<file path="config.mk">
export PLATFORM = sky130hd
export DESIGN_NAME = cell_tx_arbiter_flat
export DESIGN_NICKNAME = d
export VERILOG_FILES = /design/src/rtl/cell_tx_arbiter_if.sv /design/src/rtl/cell_tx_arbiter.sv /design/src/flat_wrapper.sv
export SDC_FILE = /design/constraint.sdc
export NUM_CORES = 1
export LEC_CHECK = 0
export CAP_MARGIN = 10
export CORE_MARGIN = 2
export CORE_UTILIZATION = 45
export CTS_CLUSTER_DIAMETER = 150
export DETAILED_ROUTE_END_ITERATION = 8
export PLACE_DENSITY = 0.85
export SKIP_CTS_REPAIR_TIMING = 1
export SYNTH_ARGS = -nofsm -noshare
export SYNTH_HDL_FRONTEND = slang
export SYNTH_SLANG_ARGS = --single-unit
export TNS_END_PERCENT = 50
</file>
<file path="constraint.sdc">
create_clock -name clk_i -period 3.5 [get_ports clk_i]
set_input_delay 0.525 -clock clk_i [delete_from_list [all_inputs] [get_ports clk_i]]
set_output_delay 0.525 -clock clk_i [all_outputs]
set_load 0.005 [all_outputs]
</file>
<file path="src/rtl/cell_tx_arbiter_if.sv">
// rtl/cell_tx_arbiter_if.sv - request/ack and UART byte handshake bundle for cell_tx_arbiter
// master is the arbiter side; slave is the requesters plus UART side.
interface cell_tx_arbiter_if #(
   parameter int NUM_REQ    = 4,
   parameter int ADDR_WIDTH = 4
);
   localparam int MESSAGE_WIDTH = 2*(ADDR_WIDTH+1)+4;

   logic [NUM_REQ-1:0]               req;
   logic [NUM_REQ*MESSAGE_WIDTH-1:0] msg;
   logic [NUM_REQ-1:0]               ack;
   logic [7:0]                       txdata;
   logic                             send;
   logic                             txdone;

   modport master (
      input  req,
      input  msg,
      output ack,
      output txdata,
      output send,
      input  txdone
   );

   modport slave (
      output req,
      output msg,
      input  ack,
      input  txdata,
      input  send,
      output txdone
   );
endinterface

</file>
<file path="src/rtl/cell_tx_arbiter.sv">
// rtl/cell_tx_arbiter.sv - cell-to-UART message arbiter; define CELL_TX_ARB_FIXED_PRIO_EN for fixed priority
// Captures one requester's message and serialises it as bytes i, j, status.
module cell_tx_arbiter #(
   parameter  int NUM_REQ       = 4,
   parameter  int ADDR_WIDTH    = 4,
   localparam int MESSAGE_WIDTH = 2*(ADDR_WIDTH+1)+4,
   localparam int GW            = (NUM_REQ > 1) ? $clog2(NUM_REQ) : 1
) (
   input  logic                  clk_i,
   input  logic                  rst_i,
   cell_tx_arbiter_if.master     cell_if,
   output logic                  busy_o,
   output logic [GW-1:0]         grant_id_o
);

   typedef enum logic [1:0] {
      ST_IDLE = 2'd0,
      ST_SEND = 2'd1,
      ST_WAIT = 2'd2
   } state_t;

   state_t                   state_q, state_d;
   logic [NUM_REQ-1:0]       ack_q, ack_d;
   logic                     send_q, send_d;
   logic [7:0]               txdata_q, txdata_d;
   logic                     busy_q, busy_d;
   logic [GW-1:0]            grant_q, grant_d;
   logic [1:0]               byte_idx_q, byte_idx_d;
   logic [MESSAGE_WIDTH-1:0] msg_q, msg_d;
`ifndef CELL_TX_ARB_FIXED_PRIO_EN
   logic [GW-1:0]            last_grant_q, last_grant_d;
`endif

   logic [MESSAGE_WIDTH-1:0] msg_arr [NUM_REQ];
   logic [GW-1:0]            winner;
   logic                     any_req;
   logic [7:0]               tx_byte;
   logic                     unused_pad;

   for (genvar g = 0; g < NUM_REQ; g++) begin : g_msg
      assign msg_arr[g] = cell_if.msg[g*MESSAGE_WIDTH +: MESSAGE_WIDTH];
   end

   assign any_req    = |cell_if.req;
   assign unused_pad = msg_q[4] ^ msg_q[ADDR_WIDTH+5];

   // Descending scan so the requester found first in search order is written last.
`ifdef CELL_TX_ARB_FIXED_PRIO_EN
   always_comb begin
      winner = '0;
      for (int k = NUM_REQ-1; k >= 0; k--) begin
         if (cell_if.req[GW'(k)]) winner = GW'(k);
      end
   end
`else
   always_comb begin
      int idx;
      winner = '0;
      idx    = 0;
      for (int k = NUM_REQ; k >= 1; k--) begin
         idx = int'(last_grant_q) + k;
         if (idx >= NUM_REQ) idx = idx - NUM_REQ;
         if (cell_if.req[GW'(idx)]) winner = GW'(idx);
      end
   end
`endif

   always_comb begin
      case (byte_idx_q)
         2'd0:    tx_byte = 8'(msg_q[ADDR_WIDTH+6 +: ADDR_WIDTH]);
         2'd1:    tx_byte = 8'(msg_q[5 +: ADDR_WIDTH]);
         default: tx_byte = {4'b0000, msg_q[3:0]};
      endcase
   end

   always_ff @(posedge clk_i or posedge rst_i) begin
      if (rst_i) begin
         state_q      <= ST_IDLE;
         ack_q        <= '0;
         send_q       <= 1'b0;
         txdata_q     <= '0;
         busy_q       <= 1'b0;
         grant_q      <= '0;
         byte_idx_q   <= '0;
         msg_q        <= '0;
`ifndef CELL_TX_ARB_FIXED_PRIO_EN
         last_grant_q <= GW'(NUM_REQ-1);
`endif
      end else begin
         state_q      <= state_d;
         ack_q        <= ack_d;
         send_q       <= send_d;
         txdata_q     <= txdata_d;
         busy_q       <= busy_d;
         grant_q      <= grant_d;
         byte_idx_q   <= byte_idx_d;
         msg_q        <= msg_d;
`ifndef CELL_TX_ARB_FIXED_PRIO_EN
         last_grant_q <= last_grant_d;
`endif
      end
   end

   always_comb begin
      state_d = state_q;
      case (state_q)
         ST_IDLE: if (any_req) state_d = ST_SEND;
         ST_SEND: state_d = ST_WAIT;
         ST_WAIT: begin
            if (cell_if.txdone) state_d = (byte_idx_q == 2'd2) ? ST_IDLE : ST_SEND;
         end
         default: state_d = ST_IDLE;
      endcase
   end

   // Outputs are registered, so ack (entering SEND) and send (leaving SEND) never coincide.
   always_comb begin
      ack_d        = '0;
      send_d       = 1'b0;
      txdata_d     = txdata_q;
      busy_d       = busy_q;
      grant_d      = grant_q;
      byte_idx_d   = byte_idx_q;
      msg_d        = msg_q;
`ifndef CELL_TX_ARB_FIXED_PRIO_EN
      last_grant_d = last_grant_q;
`endif
      case (state_q)
         ST_IDLE: begin
            if (any_req) begin
               ack_d[winner] = 1'b1;
               msg_d         = msg_arr[winner];
               grant_d       = winner;
               busy_d        = 1'b1;
               byte_idx_d    = 2'd0;
`ifndef CELL_TX_ARB_FIXED_PRIO_EN
               last_grant_d  = winner;
`endif
            end
         end
         ST_SEND: begin
            send_d   = 1'b1;
            txdata_d = tx_byte;
         end
         ST_WAIT: begin
            if (cell_if.txdone) begin
               if (byte_idx_q == 2'd2) busy_d = 1'b0;
               else                    byte_idx_d = byte_idx_q + 2'd1;
            end
         end
         default: ;
      endcase
   end

   assign cell_if.ack    = ack_q;
   assign cell_if.send   = send_q;
   assign cell_if.txdata = txdata_q;
   assign busy_o         = busy_q;
   assign grant_id_o     = grant_q;

endmodule

</file>
<file path="src/flat_wrapper.sv">
// flat-port wrapper written by rule: the top's interface ports become plain ports
module cell_tx_arbiter_flat 
#(
   parameter  int NUM_REQ       = 4,
   parameter  int ADDR_WIDTH    = 4,
   localparam int MESSAGE_WIDTH = 2*(ADDR_WIDTH+1)+4,
   localparam int GW            = (NUM_REQ > 1) ? $clog2(NUM_REQ) : 1
)
  (clk_i, rst_i, busy_o, grant_id_o, cell_if_req, cell_if_msg, cell_if_ack, cell_if_txdata, cell_if_send, cell_if_txdone);
  cell_tx_arbiter_if #(.NUM_REQ(NUM_REQ), .ADDR_WIDTH(ADDR_WIDTH)) cell_if_i ();
  input  logic clk_i;
  input  logic rst_i;
  output logic busy_o;
  output logic [GW-1:0] grant_id_o;
  input wire logic [$bits(cell_if_i.req)-1:0] cell_if_req;
  input wire logic [$bits(cell_if_i.msg)-1:0] cell_if_msg;
  output wire logic [$bits(cell_if_i.ack)-1:0] cell_if_ack;
  output wire logic [$bits(cell_if_i.txdata)-1:0] cell_if_txdata;
  output wire logic [$bits(cell_if_i.send)-1:0] cell_if_send;
  input wire logic [$bits(cell_if_i.txdone)-1:0] cell_if_txdone;
  assign cell_if_i.req = cell_if_req;
  assign cell_if_i.msg = cell_if_msg;
  assign cell_if_ack = cell_if_i.ack;
  assign cell_if_txdata = cell_if_i.txdata;
  assign cell_if_send = cell_if_i.send;
  assign cell_if_i.txdone = cell_if_txdone;
  cell_tx_arbiter #(.NUM_REQ(NUM_REQ), .ADDR_WIDTH(ADDR_WIDTH)) u_core (.clk_i(clk_i), .rst_i(rst_i), .cell_if(cell_if_i), .busy_o(busy_o), .grant_id_o(grant_id_o));
endmodule
</file>
Word level (Yosys, flattened, before mapping) --
Index checks and enable logic that the tools add are counted. W data, S select, Z words.
Word-level totals: output and inout port bits 16, word-level logic and storage cells 88, register bits 36, input port bits 63
Operators by class: add/subtract/negate cells 9, $lt $le $gt $ge 11, bitwise gates (word level) 1, equal/unequal tests 8, multiplexer cells 41, reductions and logical operators 9
Operator list (count):
- $bmux W14 S2 | 1
- $mux W14 | 2
- $mux W2 | 13
- $lt A2 B4 Y1 const B | 4
- $mux W1 | 14
- $ge A3 B3 Y1 const B | 4
- $bmux W1 S2 | 4
- $mux W4 | 2
- $pmux W4 S2 | 1
- $reduce_and A4 Y1 | 2
- $sub A2 B1 Y2 const B | 4
- $add A2 B2 Y3 const B | 2
- $pmux W2 S3 | 1
- $add A2 B3 Y4 const B | 1
- $eq A2 B1 Y1 const B | 2
- $eq A2 B2 Y1 const B | 2
- $ge A4 B3 Y1 const B | 1
- $logic_not A2 Y1 | 2
- $ne A2 B1 Y1 const B | 2
- $ne A2 B2 Y1 const B | 2
- $pmux W2 S2 | 1
- $reduce_and A2 Y1 | 2
- $reduce_or A4 Y1 | 1
- $add A2 B1 Y3 const B | 1
- 8 further kinds | 8

Depth between registers and ports, before layout --
depth after elaboration 16, depth in mapped cells 7, mapped depth without buffers 5

Worst setup path after synthesis --
OpenSTA, ideal clock, no wires.
path kind input port to flip-flop, from in cell_if_req[2], to reg u_core.msg_q[1], slack 1714 ps, arrival time 1642 ps, stages on the path 7, required time 3356 ps, path through nand2b_1 a21o_1 and3_1 buf_6 buf_6 a211oi_1 a211oi_2
On the way: word-level cells in the longest chain between the ends 11, elaborated cells on any way between the ends 22, those cells by class mux (19); bitwise (1); reduce/logical (2)
RTL lines:
- start, declared | line flat_wrapper.sv:15 | input wire logic [$bits(cell_if_i.req)-1:0] cell_if_req;
- $bmux W1 S2 | line cell_tx_arbiter.sv:63 | if (cell_if.req[GW'(idx)]) winner = GW'(idx);
- $mux W1 (implied by the code) (2 in a row) | line cell_tx_arbiter.sv:63
- $mux W2 (4 in a row) | line cell_tx_arbiter.sv:63
- $not A2 Y3 (implied by the code) | line cell_tx_arbiter.sv:132 | msg_d = msg_arr[winner];
- $bmux W14 S2 | line cell_tx_arbiter.sv:132
- $mux W14 (implied by the code) (2 in a row) | line cell_tx_arbiter.sv:132
- end signal, assigned | line cell_tx_arbiter.sv:97 | msg_q <= msg_d;
- end, declared | line cell_tx_arbiter.sv:29 | logic [MESSAGE_WIDTH-1:0] msg_q, msg_d;
Several ways; a longest one is shown, not always the timed one. The select of a mux whose other input is x is not followed. A chain may end at the register's enable or synchronous reset.

Final worst setup path --
Ends and elaborated chain as after synthesis.

==> metrics.md <==
| Metric | Value |
|---|---|
| Status | finished clean |
| CP Launch Type | input port |
| Fin. max-slew vios | 0 |
| Port Buf Inserts | 66 |
| CP Capture Type | register |
| Vias per cell | 5.25 |
| Final worst path period share | 64.6% |
| Core area | 3720 um2 |
| Die footprint | 4460 um2 |
| Critical-path cell list | clkdlybuf4s50_1 > nand2b_1 > a21o_1 > and3_1 > buf_4 > mux2i_1 > a211oi_2 |
| Final Hold Viols | 0 |
| GR Layer Usage met2 | 37.5% |
| R2r startpoint | u_core.last_grant_q[0] |
| # H-tree levels | 2 |
| Die height | 66.8 um |
| Worst Hold Endpoint | u_core.cell_if.txdata[2] |
| Post-synth EDFFs | 0 |
| Max-Cap Viols | 0 |
| DRC Markers | 0 |
| Worst path max stage delay | 0.51 ns |
| Clock Skews | 0.00461 ns |
| WHS Path Cells | 2 |
| Unrepaired setup endpoints after global routing | no |
| XOR/XNOR Fraction of Synth Area | 0% |
| Yosys top cell by area | dfrtp_1 |
| Critical Path Fanout Max | 16 |
| Crit path required time | 3.66 ns |
| Storage cell area | 753 um2 |
| Cell family with most CP delay | buffers and inverters |
| TritonCTS buffer count | 5 |
| Routed Antenna Nets | 0 |
| Area contributors post-synth | dfrtp_1, a211oi_1, mux2i_1 |
| Worst R2R Path Depth | 6 |
| R2R Setup Slk | 1.45 ns |
| Count of cell types in the netlist | 36 |
| Reg-to-reg critical path endpoint | u_core.msg_q[1] |
| Yosys warning count | 0 |
| 1st-pass router iterations | 5 |
| DP Cell Count | 297 |
| First-pass GRT wire length | 7.13 mm |
| Mux share of post-synthesis cell area | 6.77% |
| Final instance area | 2570 um2 |
| Iter 0 DRT Violations | 109 |
| Clock transition at the registers of the reported paths | 0.06 ns |
| Maximum vdd drop | 437 uV |
| DP Area | 2460 um2 |
| Ys async rst share | 100% |
| Number of antenna violations at the first check in global routing | 0 |
| Io pins | 79 |
| RePlAce Congestion | 0.826 |
| DR WL/cell | 14.4 um |
| Largest net degree at the start of global routing | 31 |
| Fin util | 69.1% |
| Area growth syn-to-layout | 44.6% |
| WS Path Type | in -> reg |
| Final setup viols | 0 |
| Cell with the most instances after synthesis | dfrtp_1 |
| Global routing usage on met1 | 25.5% |
| Syn Area/Cell | 9.44 um2 |
| Fin cells | 305 |
| Most used DFF post-synth | dfrtp_1 |
| Power per cell area | 738 nW/um2 |
| Hold Path Origin | u_core.cell_if.txdata[2] |
| Synth Area in Adders | 2.11% |
| Critical path buffers and inverters | 2 |
| Setup_tns | 0 ns |
| Hold Path Class | reg -> reg |
| Gr ovfl total | 0 |
| Multi-input gate area | 871 um2 |
| Met3 Usage GRT | 6.59% |
| N_diodes | 0 |
| Critical Path AT | 2.42 ns |
| Gate Count Post-Synth | 188 |
| #FFs+latches synth | 30 |
| Total global-route track usage | 21.8% |
| Worst skew pair latency | 0.28 ns |
| Post-synth top cells | dfrtp_1, nor2_1, inv_1 |
| Max Root-Sink Buffers | 2 |
| Sequential share of the synthesized area | 42.4% |
| Fill cells | 312 |
| TritonCTS clock tree | done |
| Mapped Area | 1780 um2 |
| Top cell type's share of synthesized area | 39.5% |
| Initial cell density of the core | 47.8% |
| Nets | 322 |
| Busiest layer in global routing | met2 |
| Simple-gate area share of the yosys netlist | 12.1% |
| Row Count | 22 |
| Root buffer cell | clkbuf_8 |
| Routed WL | 4.40 mm |
| Layout cells sized above 1 | 11.3% |
| Clock sink count | 30 |
| Post-detail-place hpwl | 3.29 mm |
| Compound-Gate Fraction of Synth Area | 27.2% |
| Min Clock Period, post-route | 2.26 ns |
| Die Width | 66.8 um |
| P_leak | 1.11 nW |
| Critical Path Slowest Stage Cell | clkdlybuf4s50_1 |
| Max Freq | 442 MHz |
| Vias in the first global route | 1595 |
| Largest family of logic cells by synthesized area | compound AO/OA/AOI/OAI gates |
| Via count | 1600 |
[tightest hold or removal path: cells and delay by family (launching register included)]
| family | cells | cell delay [ns] |
|---|---|---|
| flip-flops | 1 | 0.34 |
| AND/OR/NAND/NOR | 1 | 0.04 |
| AO/OA/AOI/OAI | 1 | 0.06 |
[flip-flops by register name, summed over array words and instances, names as in the netlist]
signal / cells
u_core.last_grant_q: 2
u_core.cell_if.txdata: 4
u_core.byte_idx_q: 2
u_core.busy_o: 1
u_core.state_q: 2
u_core.cell_if.ack: 4
u_core.msg_q: 12
u_core.grant_id_o: 2
u_core.cell_if.send: 1
[layer usage]
| layer | up-vias | share of wire, % |
|---|---|---|
| met2 | 50 | 52 |
| met5 | - | 0 |
| met3 | 10 | 5.3 |
| met4 | 0 | 1.9 |
| li1 | 796 | - |
| met1 | 744 | 41 |
[worst max path at each step]
stage | slack [ns] | depth (start not counted) | startpoint | endpoint
2_1_floorplan | 1.71 | 7 | cell_if_req[2] | u_core.msg_q[1]
3_3_place_gp | 0.97 | 7 | cell_if_req[3] | u_core.msg_q[1]
6_report | 1.24 | 7 | cell_if_req[2] | u_core.msg_q[1]
3_5_place_dp | 0.96 | 7 | cell_if_req[2] | u_core.msg_q[1]
5_1_grt | 1.07 | 7 | cell_if_req[2] | u_core.msg_q[0]
4_1_cts | 1.26 | 7 | cell_if_req[3] | u_core.msg_q[0]
[cell usage in the layout (no fill, tap or decap), types with 3 or more instances in the layout]
cell | Yosys | final
clkdlybuf4s50_1 | 0 | 66
dfrtp_1 | 28 | 28
nor2_1 | 24 | 24
inv_1 | 18 | 18
a211oi_1 | 17 | 17
mux2i_1 | 12 | 12
a31oi_1 | 12 | 12
nand2_1 | 9 | 9
clkbuf_8 | 0 | 8
o21ai_0 | 7 | 7
a211oi_2 | 7 | 7
a21oi_1 | 7 | 7
buf_4 | 4 | 6
a22o_1 | 5 | 5
nand2b_1 | 4 | 4
conb_1 | 1 | 4
ha_1 | 3 | 3
[metrics by stage]
step	power [W]	hold slack, ns	worst slack [ns]
after floorplan	0.00126	0.471	1.71
after detailed placement	0.00157	0.470	0.956
after global placement	0.00153	0.462	0.970
after global routing	0.00203	0.505	1.07
final	0.00190	0.477	1.24
after CTS	0.00190	0.484	1.26
[layout make-up]
type / count / share of cell area, %
inverter: 18 / 2.63
tap: 48 / 2.34
clock buffer: 8 / 4.29
timing repair buffer: 72 / 27.5
sequential: 30 / 29.3
multi-input combinational: 129 / 33.9
[cell families after synthesis]
group | count (synthesis)
AO/OA/AOI/OAI | 63
flip-flops | 30
multiplexers | 12
buffers and inverters | 32
adder cells (fa/ha/maj) | 3
AND/OR/NAND/NOR | 47
other | 1
[power breakdown]
group | total (W) | leakage [nW] | switching, W | internal, W
registers | 0.000628 | 0.353 | 0.000109 | 0.000520
clock network | 0.000328 | 0.0575 | 0.000130 | 0.000198
logic | 0.000939 | 0.702 | 0.000482 | 0.000457
(Power assumes the default switching activity.)
